### src/rtl/ps2_kbd_tx.sv
// rtl/ps2_kbd_tx.sv - PS/2 keyboard-side transmitter with byte FIFO and host-inhibit handling
module ps2_kbd_tx #(
  parameter int CLK_DIV    = 2000,
  parameter int FIFO_DEPTH = 8
) (
  input  logic       clk,
  input  logic       n_reset,
  input  logic [7:0] kbd_data,
  input  logic       kbd_valid,
  output logic       kbd_ready,
  input  logic       inhibit,
  output logic       ps2_clk,
  output logic       ps2_data,
  output logic       busy,
  output logic [4:0] fifo_count
);

  localparam int          AW        = $clog2(FIFO_DEPTH);
  localparam logic [16:0] HALF_LAST = 17'(CLK_DIV - 1);
  localparam logic [16:0] GAP_LAST  = 17'(2 * CLK_DIV - 1);
  localparam logic [4:0]  DEPTH     = 5'(FIFO_DEPTH);
  localparam logic [3:0]  STOP_IDX  = 4'd10;

  typedef enum logic [2:0] {IDLE, HIGH, LOW, HOLD, GAP} state_t;

  state_t        state;
  logic [7:0]    mem [FIFO_DEPTH];
  logic [AW-1:0] wr_ptr;
  logic [AW-1:0] rd_ptr;
  logic [9:0]    frame;
  logic [3:0]    bit_idx;
  logic [16:0]   cnt;
  logic          push;
  logic          pop;
  logic          abort;

  assign kbd_ready = (fifo_count != DEPTH);
  assign push      = kbd_valid && kbd_ready;
  assign pop       = (state == LOW) && (cnt == HALF_LAST) && (bit_idx == STOP_IDX);
  // Once the stop bit is on the wire the host can no longer abort the frame.
  assign abort     = inhibit && (bit_idx != STOP_IDX) && ((state == HIGH) || (state == LOW));

  always_ff @(posedge clk) begin
    if (push) begin
      mem[wr_ptr] <= kbd_data;
    end
  end

  always_ff @(posedge clk or negedge n_reset) begin
    if (!n_reset) begin
      wr_ptr     <= '0;
      rd_ptr     <= '0;
      fifo_count <= '0;
    end else begin
      if (push) begin
        wr_ptr <= wr_ptr + 1'b1;
      end
      if (pop) begin
        rd_ptr <= rd_ptr + 1'b1;
      end
      case ({push, pop})
        2'b10:   fifo_count <= fifo_count + 5'd1;
        2'b01:   fifo_count <= fifo_count - 5'd1;
        default: fifo_count <= fifo_count;
      endcase
    end
  end

  // frame[k] holds wire bit k+1; the start bit is driven directly on leaving IDLE.
  always_ff @(posedge clk or negedge n_reset) begin
    if (!n_reset) begin
      state    <= IDLE;
      ps2_clk  <= 1'b1;
      ps2_data <= 1'b1;
      busy     <= 1'b0;
      frame    <= '0;
      bit_idx  <= '0;
      cnt      <= '0;
    end else if (abort) begin
      state    <= HOLD;
      ps2_clk  <= 1'b1;
      ps2_data <= 1'b1;
      bit_idx  <= '0;
      cnt      <= '0;
    end else begin
      case (state)
        IDLE: begin
          if ((fifo_count != 5'd0) && !inhibit) begin
            frame    <= {1'b1, ~^mem[rd_ptr], mem[rd_ptr]};
            ps2_data <= 1'b0;
            ps2_clk  <= 1'b1;
            bit_idx  <= '0;
            cnt      <= '0;
            busy     <= 1'b1;
            state    <= HIGH;
          end
        end
        HIGH: begin
          if (cnt == HALF_LAST) begin
            cnt     <= '0;
            ps2_clk <= 1'b0;
            state   <= LOW;
          end else begin
            cnt <= cnt + 17'd1;
          end
        end
        LOW: begin
          if (cnt == HALF_LAST) begin
            cnt     <= '0;
            ps2_clk <= 1'b1;
            if (bit_idx != STOP_IDX) begin
              ps2_data <= frame[bit_idx];
              bit_idx  <= bit_idx + 4'd1;
              state    <= HIGH;
            end else begin
              ps2_data <= 1'b1;
              bit_idx  <= '0;
              state    <= GAP;
            end
          end else begin
            cnt <= cnt + 17'd1;
          end
        end
        HOLD: begin
          if (!inhibit) begin
            cnt   <= '0;
            state <= GAP;
          end
        end
        GAP: begin
          if (cnt == GAP_LAST) begin
            cnt   <= '0;
            busy  <= 1'b0;
            state <= IDLE;
          end else begin
            cnt <= cnt + 17'd1;
          end
        end
        default: begin
          state    <= IDLE;
          ps2_clk  <= 1'b1;
          ps2_data <= 1'b1;
          busy     <= 1'b0;
          cnt      <= '0;
        end
      endcase
    end
  end

endmodule

### config.mk
export PLATFORM = sky130hd
export DESIGN_NAME = ps2_kbd_tx
export DESIGN_NICKNAME = d
export VERILOG_FILES = /design/src/rtl/ps2_kbd_tx.sv
export SDC_FILE = /design/constraint.sdc
export NUM_CORES = 1
export LEC_CHECK = 0
export ABC_AREA = 0
export CORE_ASPECT_RATIO = 1.75
export CORE_MARGIN = 3
export CORE_UTILIZATION = 60
export CTS_CLUSTER_DIAMETER = 200
export DETAILED_ROUTE_END_ITERATION = 6
export HOLD_SLACK_MARGIN = 0.06
export PLACE_DENSITY = 0.79
export SLEW_MARGIN = 0
export SYNTH_ARGS = -nofsm -noshare
export SYNTH_HDL_FRONTEND = slang
export SYNTH_SLANG_ARGS = --single-unit
### constraint.sdc
create_clock -name clk -period 5.4 [get_ports clk]
set_clock_uncertainty 0.2 [all_clocks]
set_input_delay 1.08 -clock clk [delete_from_list [all_inputs] [get_ports clk]]
set_output_delay 1.08 -clock clk [all_outputs]
set_load 0.02 [all_outputs]
==> results.yml <==
run_status:
  result_of_the_run: "completed"
grt:
  globalRoute.totalOverflow: 0
  gr-usage-all-layers: 0.210
  grt_start_max_net_pins: 49
  first_global_vias: 3509
  number_of_antenna_violations_at_the_first_check_in_global_routing: 0
  first_pass_grt_wire_length_um: 17000
worst_setup_path:
  worst_path_max_delay_cell: "sky130_fd_sc_hd__or4_4"
  critical_path.n_buffers_inverters: 1
  critPathKind: "reg -> reg"
  critPathMaxStageDelay_ns: 0.55
  critical_path.max_fanout: 6
  critPathMostFrequentCell: "sky130_fd_sc_hd__nor4_4"
  cp_data_required_time_ns: 5.43
  crit_chain: "or4_4 -> nor4_4 -> nand4_1 -> nor4_4 -> ha_1 -> inv_1 -> nand3_1 -> o21ai_0 -> a222oi_1 -> nor2_1 -> xor2_1"
  cp.arrival_ns: 3.62
  critPathTopFamily: "simple AND/OR/NAND/NOR gates"
  worst_setup_path_start_kind: "flip-flop"
  timing.critical_path.to_type: "flip-flop"
logic_synthesis:
  synth_fa_ha_area_frac: 0.0178
  synth-main-ff-cell: "sky130_fd_sc_hd__edfxtp_1"
  number_of_synthesized_flops_with_an_enable_pin: 64
  synth_compound_gate_area_share: 0.0807
  yosys.area_share.simple: 0.108
  synth.net_count: 458
  netlist_instances: 438
  syn-mean-instance-area_sq_um: 12.8
  yosysUniqueCellTypes: 46
  synth_largest_area_cell: "sky130_fd_sc_hd__edfxtp_1"
  mappedNetlistArea_sq_um: 5610
  main_combinational_cell_family_by_area_after_synthesis: "multiplexers"
  share_of_synthesized_area_spent_on_multiplexers: 0.126
  synth-async-reset-ratio: 0.429
  number_of_warning_messages_in_the_yosys_log: 0
  ff_latch_count_synth: 112
  yosysTopAreaCellShare: 0.343
  synth_seq_area_share: 0.557
  synthXorXnorAreaFrac: 0.0905
  synthTopCellsByArea: "sky130_fd_sc_hd__edfxtp_1 34%, sky130_fd_sc_hd__dfrtp_1 21%, sky130_fd_sc_hd__mux4_2 10%, sky130_fd_sc_hd__xnor2_1 4.5%, sky130_fd_sc_hd__xor2_1 4.5%"
die:
  io_pins: 21
  rows: 46
  initial_core_util: 0.617
  die_y_um: 134
  core-area_sq_um: 9090
  die_width_um: 79.1
  fp.dieArea_sq_um: 10600
power_and_ir_drop:
  p_per_area_nw_per_um2: 409
  p_leak_nw: 2.21
  irDropWorstVdd_mv: 0.272
cts:
  post_cts.resized_instances: 0
  postCtsSetupBuffers: 0
  worst_skew_pair.late_latency_ns: 0.35
  clkTransAtPathRegs_ns: 0.08
  htreeDepth: 3
  clock_tree.root_cell: "sky130_fd_sc_hd__clkbuf_16"
  cts.path.max_buffers: 2
  cts_tree: "built"
  cts-buffers-inserted: 9
  cts.sink_count: 112
  holdBufCountCts: 0
route:
  detail_route.first_pass.iterations: 4
  postRouteWirelength_um: 10200
  post-route-drc-count: 0
  avgViaCountPerCell: 5.86
  num_vias: 3384
  post_drt_wl_per_cell_um: 17.6
  initialDrtViolationCount: 227
  antenna_nets_post_route: 0
final_layout:
  layout_commonest_cell: "sky130_fd_sc_hd__edfxtp_1"
  final_cells: 577
  final_net_count: 472
  layout.filler_cells: 676
  final_cell_mix: "64 x sky130_fd_sc_hd__edfxtp_1, 46 x sky130_fd_sc_hd__nand2_1, 46 x sky130_fd_sc_hd__dfrtp_1"
  num_antenna_cells: 0
  fraction_of_layout_instances_using_a_drive_strength_above_1: 0.136
  syn_to_final_growth_pct: 10.5
  utilization: 0.682
place:
  finalWeightedCongestion: 0.844
  place.detailed.instances: 561
  detailed_place_hpwl_um: 7290
  io_buffer_count: 20
sta:
  tns_ns: 0
  final_critical_path_time_including_i_o_delays_and_setup_ns: 3.59
  slew-limit-headroom: 0.124
  fin_crit_sh: 0.666
  tightest_slew_ns: 1.30
  slew_viol_final: 0
  setup_violations: 0
  unrepaired_setup_endpoints_after_global_routing: "no"
  achievable-frequency_mhz: 278
  hold_viol_final: 0
job:
  cap_viol_max_count: 0
min_path:
  min_path_type: "reg -> reg"
cells in the mapped netlist (6+ instances only):
cell                       number
sky130_fd_sc_hd__a21oi_1       12
sky130_fd_sc_hd__clkbuf_1      14
sky130_fd_sc_hd__dfrtp_1       46
sky130_fd_sc_hd__edfxtp_1      64
sky130_fd_sc_hd__ha_1           8
sky130_fd_sc_hd__inv_1          6
sky130_fd_sc_hd__mux2i_1        9
sky130_fd_sc_hd__mux4_2        26
sky130_fd_sc_hd__nand2_1       46
sky130_fd_sc_hd__nand3_1       11
sky130_fd_sc_hd__nor2_1        28
sky130_fd_sc_hd__o21ai_0       42
sky130_fd_sc_hd__xnor2_1       29
sky130_fd_sc_hd__xor2_1        29
per-layer routing:
metal  wire [um]  global-route usage
met3         200              0.0356
met1        3810               0.225
met2        5960               0.404
met4         189              0.0717
met5           0                   0
flip-flops by register name, summed over array words and instances, names as in the netlist:
name        cells
bit_idx         4
busy            1
cnt            17
fifo_count      5
frame          10
mem            64
ps2_clk         1
ps2_data        1
rd_ptr          3
state           3
wr_ptr          3
path summary, 6_finish.rpt:
check	from	end	slack, ns	cells past startpoint
max	cnt[5]	fifo_count[3]	1.81	11
min	frame[9]	frame[9]	0.28	1
max reg2reg	cnt[5]	fifo_count[3]	1.81	11
min reg2reg	frame[9]	frame[9]	0.28	1
max in group asynchronous	n_reset	cnt[7]	3.64	1
min in group asynchronous	n_reset	state[1]	0.70	1
worst register-to-register path, cell delays in order, from the launching register on:
cell,delay (ns)
sky130_fd_sc_hd__dfrtp_1,0.45
sky130_fd_sc_hd__or4_4,0.55
sky130_fd_sc_hd__nor4_4,0.25
sky130_fd_sc_hd__nand4_1,0.27
sky130_fd_sc_hd__nor4_4,0.48
sky130_fd_sc_hd__ha_1,0.32
sky130_fd_sc_hd__inv_1,0.14
sky130_fd_sc_hd__nand3_1,0.12
sky130_fd_sc_hd__o21ai_0,0.09
sky130_fd_sc_hd__a222oi_1,0.37
sky130_fd_sc_hd__nor2_1,0.10
sky130_fd_sc_hd__xor2_1,0.15
cell type report:
class	count	area, sq um	share of cell area
Sequential cell	112	3130	0.504
Multi-Input combinational cell	299	2380	0.384
Clock buffer	10	229	0.0369
Timing Repair Buffer	24	225	0.0363
Tap cell	120	150	0.0242
Clock inverter	6	67.6	0.0109
Inverter	6	22.5	0.00363
kinds of logic after synthesis:
kind of cell    count (synthesis)
flops                         112
mux                            38
compound gates                 74
buf+inv                        27
simple gates                  121
fa+ha+maj                       8
xor+xnor                       58
metrics by stage:
stage          hold WS, ns  setup WS (ns)  area [sq um]  total power, mW
5_1_grt              0.297           1.47          6200             2.69
3_3_place_gp         0.258           1.87          5900             1.87
4_1_cts              0.283           1.81          6200             2.56
6_report             0.282           1.81          6200             2.54
2_1_floorplan        0.234           2.14          5610             1.68
3_5_place_dp         0.262           1.73          5900             1.90
power breakdown:
part | internal, mW | switching [mW]
clock | 0.331 | 0.321
combinational | 0.291 | 0.360
sequential | 1.08 | 0.158
total | 1.70 | 0.839
(Power assumes the default switching activity.)
